--- config.mk ---
export PLATFORM = sky130hd
export DESIGN_NAME = matmul_sequencer_flat
export DESIGN_NICKNAME = d
export VERILOG_FILES = /design/src/rtl/matmul_sequencer_if.sv /design/src/rtl/matmul_sequencer.sv /design/src/flat_wrapper.sv
export SDC_FILE = /design/constraint.sdc
export NUM_CORES = 2
export LEC_CHECK = 0
export CORE_ASPECT_RATIO = 1.25
export CORE_MARGIN = 5
export CORE_UTILIZATION = 51
export DETAILED_ROUTE_END_ITERATION = 10
export PLACE_DENSITY = 0.76
export RECOVER_POWER = 50
export SETUP_SLACK_MARGIN = 0.15
export SLEW_MARGIN = 20
export SYNTH_ARGS = -nofsm -noshare
export SYNTH_HDL_FRONTEND = slang
export SYNTH_SLANG_ARGS = --single-unit
--- constraint.sdc ---
create_clock -name clk -period 10.4 [get_ports clk]
set_input_delay 2.08 -clock clk [delete_from_list [all_inputs] [get_ports clk]]
set_output_delay 2.08 -clock clk [all_outputs]
set_load 0.005 [all_outputs]
--- src/rtl/matmul_sequencer_if.sv ---
// matmul_sequencer_if: start/operand/result bundle between the opcode decoder and the sequencer.
interface matmul_sequencer_if #(
    parameter int DIM = 5,
    parameter int EW  = 8
);
    localparam int MW = DIM * DIM * EW;
    logic          start;
    logic [2:0]    size_in;
    logic [MW-1:0] matrix_a;
    logic [MW-1:0] matrix_b;
    logic          busy;
    logic          done;
    logic [MW-1:0] result_out;
    logic          overflow_flag;
    modport master (
        output start, size_in, matrix_a, matrix_b,
        input  busy, done, result_out, overflow_flag
    );
    modport slave (
        input  start, size_in, matrix_a, matrix_b,
        output busy, done, result_out, overflow_flag
    );
endinterface

--- src/rtl/matmul_sequencer.sv ---
// matmul_sequencer: one shared signed multiplier/accumulator stepped over i/j/k to form an n x n product.
module matmul_sequencer #(
    parameter int DIM   = 5,
    parameter int EW    = 8,
    parameter int ACC_W = 18
) (
    input logic clk,
    input logic reset,
    matmul_sequencer_if.slave bus
);
    localparam int MW = DIM * DIM * EW;
    localparam int IW = $clog2(MW);
    localparam logic signed [ACC_W-1:0] ELEM_MAX = ACC_W'(2 ** (EW - 1) - 1);
    localparam logic signed [ACC_W-1:0] ELEM_MIN = -ACC_W'(2 ** (EW - 1));

    typedef enum logic [1:0] {IDLE, MAC, WRITE, DONE} state_t;

    state_t                   state_q, state_d;
    logic [MW-1:0]            a_q, a_d, b_q, b_d, work_q, work_d, result_q, result_d;
    logic [2:0]               n_q, n_d, i_q, i_d, j_q, j_d, k_q, k_d;
    logic signed [ACC_W-1:0]  acc_q, acc_d;
    logic                     ovf_s_q, ovf_s_d, ovf_q, ovf_d, busy_q, busy_d, done_q, done_d;
    logic [IW-1:0]            a_base, b_base, c_base;
    logic signed [EW-1:0]     a_el, b_el;
    logic signed [2*EW-1:0]   prod;
    logic signed [ACC_W-1:0]  prod_ext;
    logic [2:0]               n_eff, last;

    assign n_eff    = (bus.size_in == 3'd0 || bus.size_in > 3'(DIM)) ? 3'(DIM) : bus.size_in;
    assign last     = n_q - 3'd1;
    assign a_base   = IW'((int'(i_q) * DIM + int'(k_q)) * EW);
    assign b_base   = IW'((int'(k_q) * DIM + int'(j_q)) * EW);
    assign c_base   = IW'((int'(i_q) * DIM + int'(j_q)) * EW);
    assign a_el     = a_q[a_base +: EW];
    assign b_el     = b_q[b_base +: EW];
    assign prod     = a_el * b_el;
    assign prod_ext = {{(ACC_W - 2 * EW){prod[2*EW-1]}}, prod};

    always_comb begin
        state_d  = state_q;
        a_d      = a_q;
        b_d      = b_q;
        n_d      = n_q;
        i_d      = i_q;
        j_d      = j_q;
        k_d      = k_q;
        acc_d    = acc_q;
        work_d   = work_q;
        ovf_s_d  = ovf_s_q;
        result_d = result_q;
        ovf_d    = ovf_q;
        unique case (state_q)
            IDLE: if (bus.start) begin
                a_d     = bus.matrix_a;
                b_d     = bus.matrix_b;
                n_d     = n_eff;
                i_d     = 3'd0;
                j_d     = 3'd0;
                k_d     = 3'd0;
                acc_d   = '0;
                work_d  = '0;
                ovf_s_d = 1'b0;
                state_d = MAC;
            end
            MAC: begin
                acc_d   = acc_q + prod_ext;
                k_d     = (k_q == last) ? k_q : k_q + 3'd1;
                state_d = (k_q == last) ? WRITE : MAC;
            end
            WRITE: begin
                work_d[c_base +: EW] = acc_q[EW-1:0];
                ovf_s_d = ovf_s_q | (acc_q > ELEM_MAX) | (acc_q < ELEM_MIN);
                acc_d   = '0;
                k_d     = 3'd0;
                j_d     = (j_q != last) ? j_q + 3'd1 : 3'd0;
                i_d     = (j_q != last) ? i_q : (i_q != last) ? i_q + 3'd1 : i_q;
                state_d = (j_q == last && i_q == last) ? DONE : MAC;
                // publish the whole product at once so result_out never shows a partial matrix
                result_d = (state_d == DONE) ? work_d : result_q;
                ovf_d    = (state_d == DONE) ? ovf_s_d : ovf_q;
            end
            DONE: state_d = IDLE;
            default: state_d = IDLE;
        endcase
        busy_d = (state_d == MAC) || (state_d == WRITE);
        done_d = (state_d == DONE);
    end

    always_ff @(posedge clk) begin
        if (reset) begin
            state_q  <= IDLE;
            a_q      <= '0;
            b_q      <= '0;
            n_q      <= 3'd0;
            i_q      <= 3'd0;
            j_q      <= 3'd0;
            k_q      <= 3'd0;
            acc_q    <= '0;
            work_q   <= '0;
            ovf_s_q  <= 1'b0;
            result_q <= '0;
            ovf_q    <= 1'b0;
            busy_q   <= 1'b0;
            done_q   <= 1'b0;
        end else begin
            state_q  <= state_d;
            a_q      <= a_d;
            b_q      <= b_d;
            n_q      <= n_d;
            i_q      <= i_d;
            j_q      <= j_d;
            k_q      <= k_d;
            acc_q    <= acc_d;
            work_q   <= work_d;
            ovf_s_q  <= ovf_s_d;
            result_q <= result_d;
            ovf_q    <= ovf_d;
            busy_q   <= busy_d;
            done_q   <= done_d;
        end
    end

    assign bus.busy          = busy_q;
    assign bus.done          = done_q;
    assign bus.result_out    = result_q;
    assign bus.overflow_flag = ovf_q;
endmodule

--- src/flat_wrapper.sv ---
// flat-port wrapper written by rule: the top's interface ports become plain ports
module matmul_sequencer_flat 
#(
    parameter int DIM   = 5,
    parameter int EW    = 8,
    parameter int ACC_W = 18
)
  (clk, reset, bus_start, bus_size_in, bus_matrix_a, bus_matrix_b, bus_busy, bus_done, bus_result_out, bus_overflow_flag);
  matmul_sequencer_if #(.DIM(DIM), .EW(EW)) bus_i ();
  input logic clk;
  input logic reset;
  input wire logic [$bits(bus_i.start)-1:0] bus_start;
  input wire logic [$bits(bus_i.size_in)-1:0] bus_size_in;
  input wire logic [$bits(bus_i.matrix_a)-1:0] bus_matrix_a;
  input wire logic [$bits(bus_i.matrix_b)-1:0] bus_matrix_b;
  output wire logic [$bits(bus_i.busy)-1:0] bus_busy;
  output wire logic [$bits(bus_i.done)-1:0] bus_done;
  output wire logic [$bits(bus_i.result_out)-1:0] bus_result_out;
  output wire logic [$bits(bus_i.overflow_flag)-1:0] bus_overflow_flag;
  assign bus_i.start = bus_start;
  assign bus_i.size_in = bus_size_in;
  assign bus_i.matrix_a = bus_matrix_a;
  assign bus_i.matrix_b = bus_matrix_b;
  assign bus_busy = bus_i.busy;
  assign bus_done = bus_i.done;
  assign bus_result_out = bus_i.result_out;
  assign bus_overflow_flag = bus_i.overflow_flag;
  matmul_sequencer #(.DIM(DIM), .EW(EW), .ACC_W(ACC_W)) u_core (.clk(clk), .reset(reset), .bus(bus_i));
endmodule
Yosys cells after proc, flatten, opt, wreduce, memory -nomap -nowiden --
Cells that the tools add are included. Widths: inputs -> output; s select.
Storage, ports and cells: register bits after elaboration 836, input port bits 406, output and inout port bits 203, logic and storage cells 84
Operators by class: add/subtract/negate cells 9, multipliers 3, $lt $le $gt $ge 3, equal/unequal tests 16, shift-type cells 4, mux-type cells 20, bitwise gates (word level) 2, reduce and logical (&&, ||, !) cells 13
Operator list (number):
- $pmux 200 s2 | 1
- $shiftx 200x9->8 | 2
- $bwmux 200 | 1
- $mux 200 | 1
- $shift 8x10->200 const A | 1
- $shiftx 8x10->200 | 1
- $pmux 18 s3 | 1
- $add 18x16->18 | 1
- $gt 18x8->1 const B | 1
- $lt 18x8->1 const B | 1
- $mux 18 | 1
- $mux 3 | 6
- $mul 8x8->16 | 1
- $add 5x4->5 | 3
- $pmux 3 s2 | 2
- $eq 2x2->1 const B | 5
- $mul 3x3->5 const B | 2
- $neg 8->10 | 1
- $add 3x1->3 const B | 3
- $eq 3x3->1 | 3
- $pmux 3 s3 | 1
- $pmux 2 s4 | 1
- $reduce_and 2->1 | 4
- $mux 2 | 3
- 17 further kinds | 23

Longest topological paths before layout --
depth after elaboration 7, gate-level depth with buffers 28, depth with buffers taken out 27

Worst setup path after synthesis --
No wires, ideal clock.
path type flip-flop to flip-flop, from reg u_core.k_q[2], to reg u_core.acc_q[17], library setup time 128 ps, data arrival time 7441 ps, required time 10272 ps, path slack 2831 ps, cell stages (with the launch flop) 24, path buffers 3, clock period less this slack 7569 ps, path through dfxtp_1 -> ha_1 -> ha_1 -> fa_1 -> buf_2 -> buf_2 -> clkbuf_1 -> mux2i_1 -> o21ai_0 -> mux2i_1 -> nor2_1 -> fa_1 -> fa_1 -> fa_1 -> fa_1 -> fa_1 -> ha_1 -> o21a_1 -> o21a_1 -> a41o_1 -> a41oi_1 -> xor2_1 -> a22oi_1 -> nor2_1
On the way: word-level cells in the longest chain between the ends 6, elaborated cells on any way between the ends 8, those cells by class add/sub (3); mul (2); shift (2); mux (1)
RTL lines:
- from (decl) | RTL line matmul_sequencer.sv:20 | logic [2:0] n_q, n_d, i_q, i_d, j_q, j_d, k_q, k_d;
- from (signal assigned) | RTL line matmul_sequencer.sv:112 | k_q <= k_d;
- $mul 3x3->5 | RTL line matmul_sequencer.sv:32 | assign b_base = IW'((int'(k_q) * DIM + int'(j_q)) * EW);
- $add 5x4->5 | RTL line matmul_sequencer.sv:32
- $shiftx 200x9->8 | RTL line matmul_sequencer.sv:35 | assign b_el = b_q[b_base +: EW];
- $mul 8x8->16 * | RTL line matmul_sequencer.sv:36 | assign prod = a_el * b_el;
- $add 18x16->18 * | RTL line matmul_sequencer.sv:66 | acc_d = acc_q + prod_ext;
- $pmux 18 s3 * | RTL line matmul_sequencer.sv:52 | unique case (state_q)
- to (signal assigned) | RTL line matmul_sequencer.sv:98 | acc_q <= '0;
- to (signal assigned) | RTL line matmul_sequencer.sv:113 | acc_q <= acc_d;
- to (decl) | RTL line matmul_sequencer.sv:21 | logic signed [ACC_W-1:0] acc_q, acc_d;
Mark *: on every way between the ends. The rest lies on a longest branch, timed or not. A chain may end at the register's enable or synchronous reset.

Worst setup path in the final report --
from reg u_core.k_q[0], to reg u_core.acc_q[17]
The elaborated chain is that of the path after synthesis.

==> report_table.html <==
<table>
<tr><th>Metric</th><th>Value</th></tr>
<tr><th colspan="2">Critical path</th></tr>
<tr><td>Capture point of the worst reg-to-reg path</td><td>u_core.acc_q[17]</td></tr>
<tr><td>First element of the critical path</td><td>u_core.k_q[0]</td></tr>
<tr><td>Data required time of the worst path</td><td>10.74 ns</td></tr>
<tr><td>FF-to-FF Start</td><td>u_core.k_q[0]</td></tr>
<tr><td>Worst reg2reg setup slack</td><td>1.90 ns</td></tr>
<tr><td>Arrival time at the worst endpoint</td><td>8.84 ns</td></tr>
<tr><td>WS Path Type</td><td>flip-flop to flip-flop</td></tr>
<tr><td>Kind of capture point of the worst setup path</td><td>flip-flop</td></tr>
<tr><td>Crit-path max FO</td><td>17</td></tr>
<tr><td>Reg2reg path depth</td><td>22</td></tr>
<tr><td>Kind of start point of the critical path</td><td>flip-flop</td></tr>
<tr><th colspan="2">STA</th></tr>
<tr><td>Setup repair after global routing missed its margin</td><td>no</td></tr>
<tr><td>Hold Violations, Final</td><td>0</td></tr>
<tr><td>Worst clock skew</td><td>0.0272 ns</td></tr>
<tr><td>Final-report setup violation count</td><td>0</td></tr>
<tr><td>Slew @ Worst Pin</td><td>4.90 ns</td></tr>
<tr><td>Final worst-path cycle share</td><td>0.817</td></tr>
<tr><td>Worst relative slew slack</td><td>-2.26</td></tr>
<tr><td>Fmax achieved</td><td>118 MHz</td></tr>
<tr><td>Minimum clock period after layout</td><td>8.50 ns</td></tr>
<tr><td>Fin Setup TNS</td><td>0 ns</td></tr>
<tr><td>Number of pins with negative max-slew slack in the final report</td><td>537</td></tr>
<tr><th colspan="2">Detailed routing</th></tr>
<tr><td>Post-route DRC violation count</td><td>0</td></tr>
<tr><td>Vias after detailed routing</td><td>32.6k</td></tr>
<tr><td>Routed wirelength normalized by instance count</td><td>20.9 um</td></tr>
<tr><td>Number of nets with antenna violations after detailed routing</td><td>0</td></tr>
<tr><td>First-pass iteration count of the detailed router</td><td>8</td></tr>
<tr><td>Final Routed Wirelength</td><td>120000 um</td></tr>
<tr><td>Vias per cell</td><td>5.71</td></tr>
<tr><td>Starting DRT DRC Count</td><td>2727</td></tr>
<tr><th colspan="2">Synth</th></tr>
<tr><td>Seq/Total Area, Yosys</td><td>0.434</td></tr>
<tr><td>Yosys warns</td><td>0</td></tr>
<tr><td>Number of unique standard cell types used by synthesis</td><td>84</td></tr>
<tr><td>Synthesized instance count</td><td>4257</td></tr>
<tr><td>Netlist area before placement</td><td>38600 um2</td></tr>
<tr><td>Leading register cell type out of synthesis</td><td>sky130_fd_sc_hd__dfxtp_1</td></tr>
<tr><td>Number of enable flip-flop cells after synthesis</td><td>0</td></tr>
<tr><td>Avg Inst Size Synth</td><td>9.06 um2</td></tr>
<tr><td>Fraction of synthesis flops using an asynchronous set or reset pin</td><td>0</td></tr>
<tr><td>Total of flip-flops plus latches after synthesis</td><td>836</td></tr>
<tr><td>Nets in the synthesized netlist</td><td>4814</td></tr>
<tr><th colspan="2">GRT</th></tr>
<tr><td>Tot GR Track Use</td><td>0.281</td></tr>
<tr><td>Number of global-route vias before repair</td><td>31.9k</td></tr>
<tr><td>Global-route wire length before repair</td><td>182000 um</td></tr>
<tr><td>Total overflow reported by the global router</td><td>0</td></tr>
<tr><td>Antenna violations before repair</td><td>14</td></tr>
<tr><td>Largest net degree at the start of global routing</td><td>258</td></tr>
<tr><th colspan="2">Floorplanning</th></tr>
<tr><td>Num ports</td><td>609</td></tr>
<tr><td>Die width</td><td>256 um</td></tr>
<tr><td>Row Count</td><td>112</td></tr>
<tr><td>Core outline area</td><td>74800 um2</td></tr>
<tr><td>Starting density of the core</td><td>0.515</td></tr>
<tr><td>Die area</td><td>81200 um2</td></tr>
<tr><td>Die Height</td><td>317 um</td></tr>
<tr><th colspan="2">Pwr</th></tr>
<tr><td>Peak ir drop on the vdd network</td><td>0.119 mV</td></tr>
<tr><td>Power per standard cell area</td><td>160 nW/um2</td></tr>
<tr><td>Share of power burned in the clock network</td><td>0.423</td></tr>
<tr><td>Net switching share of the total power</td><td>0.255</td></tr>
<tr><td>Combinational share of power</td><td>0.137</td></tr>
<tr><td>Switching power total</td><td>1.95 mW</td></tr>
<tr><td>Fraction of power consumed by sequential logic</td><td>0.440</td></tr>
<tr><td>Internal Dissipation</td><td>5.71 mW</td></tr>
<tr><td>Static Leak</td><td>18.2 nW</td></tr>
<tr><th colspan="2">Run status</th></tr>
<tr><td>Run status</td><td>finished, violations left</td></tr>
<tr><td>Violations in the final reports</td><td>capacitance limit, slew limit</td></tr>
<tr><th colspan="2">Cells and area</th></tr>
<tr><td>Layout cells sized above 1</td><td>0.0760</td></tr>
<tr><td>Layout net count</td><td>5229</td></tr>
<tr><td>Layout area overhead</td><td>24.0%</td></tr>
<tr><td>Non-filler instance count after layout</td><td>5720</td></tr>
<tr><th colspan="2">Worst hold path</th></tr>
<tr><td>Number of instances on the worst hold path</td><td>2</td></tr>
<tr><td>Hold Crit Start</td><td>u_core.b_q[38]</td></tr>
<tr><td>Class of the most critical hold timing path</td><td>flip-flop to flip-flop</td></tr>
<tr><td>Hold Crit Endpoint</td><td>u_core.b_q[38]</td></tr>
<tr><th colspan="2">Clock network</th></tr>
<tr><td>Number of buffers on the longest clock path</td><td>3</td></tr>
<tr><td>Number of buffers added for setup after CTS</td><td>0</td></tr>
<tr><td>Hold bufs inserted after CTS</td><td>0</td></tr>
<tr><td>CTS tree</td><td>done</td></tr>
<tr><td>Num Clock Sinks</td><td>836</td></tr>
<tr><td>Clk pin slew, worst setup/hold paths</td><td>0.06 ns</td></tr>
<tr><td>H-tree depth</td><td>3</td></tr>
<tr><td>Clk Latency, worst-skew pair</td><td>0.66 ns</td></tr>
<tr><td>Number of clock buffers inserted by TritonCTS</td><td>84</td></tr>
<tr><td>Buffer type at the clock tree root</td><td>sky130_fd_sc_hd__clkbuf_16</td></tr>
<tr><td># resized after CTS</td><td>0</td></tr>
<tr><th colspan="2">Flow run</th></tr>
<tr><td>Max capacitance violation total</td><td>4</td></tr>
<tr><th colspan="2">Placement</th></tr>
<tr><td>Placed cell count</td><td>5554</td></tr>
<tr><td>Routability-driven placement congestion ratio</td><td>0.882</td></tr>
<tr><td>Port Buf Inserts</td><td>608</td></tr>
<tr><td>Placed wire-length estimate</td><td>85100 um</td></tr>
</table>
## cell usage after synthesis (23+ instances only)
| cell | number | share of area |
|---|---|---|
| sky130_fd_sc_hd__nand2_1 | 944 | 0.092 |
| sky130_fd_sc_hd__dfxtp_1 | 836 | 0.43 |
| sky130_fd_sc_hd__a21oi_1 | 486 | 0.063 |
| sky130_fd_sc_hd__nor2_1 | 342 | 0.033 |
| sky130_fd_sc_hd__clkbuf_1 | 251 | 0.024 |
| sky130_fd_sc_hd__mux2i_1 | 183 | 0.048 |
| sky130_fd_sc_hd__a211oi_1 | 171 | 0.033 |
| sky130_fd_sc_hd__inv_1 | 124 | 0.012 |
| sky130_fd_sc_hd__mux4_2 | 112 | 0.065 |
| sky130_fd_sc_hd__a22o_1 | 104 | 0.024 |
| sky130_fd_sc_hd__fa_1 | 84 | 0.044 |
| sky130_fd_sc_hd__nand3_1 | 68 | 0.0088 |
| sky130_fd_sc_hd__ha_1 | 67 | 0.022 |
| sky130_fd_sc_hd__buf_2 | 38 | 0.0049 |
| sky130_fd_sc_hd__o21ai_0 | 38 | 0.0049 |
| sky130_fd_sc_hd__o21a_1 | 23 | 0.0045 |
## metal layers
metal / GRT usage / wire length [um]
met1: 0.344 / 46900
met2: 0.485 / 59300
met3: 0.0498 / 7910
met4: 0.133 / 5420
met5: 0 / 27
## registers in the layout, indices dropped and copies added, names as in the netlist
signal	cells
u_core.a_q	200
u_core.acc_q	18
u_core.b_q	200
u_core.bus.busy	1
u_core.bus.done	1
u_core.bus.overflow_flag	1
u_core.bus.result_out	200
u_core.i_q	3
u_core.j_q	3
u_core.k_q	3
u_core.n_q	3
u_core.ovf_s_q	1
u_core.state_q	2
u_core.work_q	200
## stage by stage
stage / utilization / worst slack, ns / cell area (um2) / hold slack (ns) / power [mW]
finish: 0.639 / 1.90 / 47800 / 0.450 / 7.67
CTS: 0.640 / 1.98 / 47900 / 0.451 / 7.71
global route: 0.639 / 1.35 / 47800 / 0.465 / 7.95
global placement: 0.601 / 2.25 / 44900 / 0.435 / 4.46
floorplan: - / 2.83 / 38600 / 0.425 / 4.10
detailed placement: 0.601 / 2.04 / 44900 / 0.442 / 4.49
## placed cells by master (no fill, tap or decap), types with 16 or more instances in the layout
master	instances
sky130_fd_sc_hd__clkdlybuf4s50_1	403
sky130_fd_sc_hd__a21oi_1	487
sky130_fd_sc_hd__or2_1	19
sky130_fd_sc_hd__dlygate4sd3_1	204
sky130_fd_sc_hd__inv_1	124
sky130_fd_sc_hd__clkbuf_1	23
sky130_fd_sc_hd__ha_1	64
sky130_fd_sc_hd__o21a_1	23
sky130_fd_sc_hd__a211oi_1	173
sky130_fd_sc_hd__buf_4	35
sky130_fd_sc_hd__o2bb2ai_1	16
sky130_fd_sc_hd__mux4_2	112
sky130_fd_sc_hd__mux2i_1	183
sky130_fd_sc_hd__o32ai_1	16
sky130_fd_sc_hd__nand2_1	944
sky130_fd_sc_hd__dfxtp_1	836
sky130_fd_sc_hd__nand3_1	68
sky130_fd_sc_hd__a22oi_1	21
sky130_fd_sc_hd__fa_1	83
sky130_fd_sc_hd__a22o_1	106
sky130_fd_sc_hd__nor2_1	343
sky130_fd_sc_hd__o21ai_0	48
sky130_fd_sc_hd__and2_1	16
sky130_fd_sc_hd__xnor2_1	21
sky130_fd_sc_hd__clkbuf_8	20
sky130_fd_sc_hd__clkbuf_16	88
## power groups by stage
stage	Clock (mW)	Sequential [mW]	Combinational (mW)
2_1_floorplan	0	3.42	0.676
3_3_place_gp	0	3.44	1.02
3_5_place_dp	0	3.45	1.04
4_1_cts	3.28	3.38	1.05
5_1_grt	3.42	3.39	1.15
6_report	3.24	3.38	1.05
## cell families (layout without fill, tap and decap cells)
| group | after synthesis | after routing | synth area share |
|---|---|---|---|
| AO/OA/AOI/OAI | 976 | 976 | 0.168 |
| XOR/XNOR | 38 | 38 | 0.00990 |
| adder cells (fa/ha/maj) | 151 | 151 | 0.0654 |
| buffers and inverters | 450 | 931 | 0.0478 |
| flip-flops | 836 | 836 | 0.434 |
| multiplexers | 298 | 298 | 0.114 |
| other | 0 | 13 | 0 |
| AND/OR/NAND/NOR | 1508 | 1508 | 0.161 |
## worst max-delay path by stage
stage                            end  slack (ns)  cells after the start
floorplan           u_core.acc_q[17]        2.83                     23
global placement    u_core.acc_q[17]        2.25                     22
detailed placement  u_core.acc_q[17]        2.04                     22
CTS                 u_core.acc_q[17]        1.98                     22
global route        u_core.acc_q[17]        1.35                     24
finish              u_core.acc_q[17]        1.90                     22
## layout make-up
| cell class | instances | area (um2) |
|---|---|---|
| Inverter | 125 | 469 |
| Clock inverter | 26 | 427 |
| Clock buffer | 126 | 2540 |
| Fill cell | 6222 | 27000 |
| Tap cell | 969 | 1210 |
| Sequential cell | 836 | 16700 |
| Timing Repair Buffer | 654 | 6470 |
| Antenna cell | 13 | 32.5 |
| Multi-Input combinational cell | 2971 | 19900 |
## worst max-delay path, stage by stage (launching register included)
cell	delay [ns]
sky130_fd_sc_hd__dfxtp_1	0.54
sky130_fd_sc_hd__ha_1	0.30
sky130_fd_sc_hd__ha_1	0.31
sky130_fd_sc_hd__fa_1	0.41
sky130_fd_sc_hd__xor2_2	0.82
sky130_fd_sc_hd__nor4b_2	0.68
sky130_fd_sc_hd__nand2_1	0.11
sky130_fd_sc_hd__o21ai_0	0.10
sky130_fd_sc_hd__mux2i_1	0.20
sky130_fd_sc_hd__nor2_1	0.82
sky130_fd_sc_hd__fa_1	0.58
sky130_fd_sc_hd__fa_1	0.51
sky130_fd_sc_hd__fa_1	0.56
sky130_fd_sc_hd__fa_1	0.42
sky130_fd_sc_hd__ha_1	0.29
sky130_fd_sc_hd__ha_1	0.32
sky130_fd_sc_hd__o21a_1	0.19
sky130_fd_sc_hd__o21a_1	0.19
sky130_fd_sc_hd__a41o_1	0.29
sky130_fd_sc_hd__a41oi_1	0.26
sky130_fd_sc_hd__xor2_1	0.09
sky130_fd_sc_hd__a22oi_1	0.14
sky130_fd_sc_hd__nor2_1	0.05
Power figures use the tool's default switching activity.
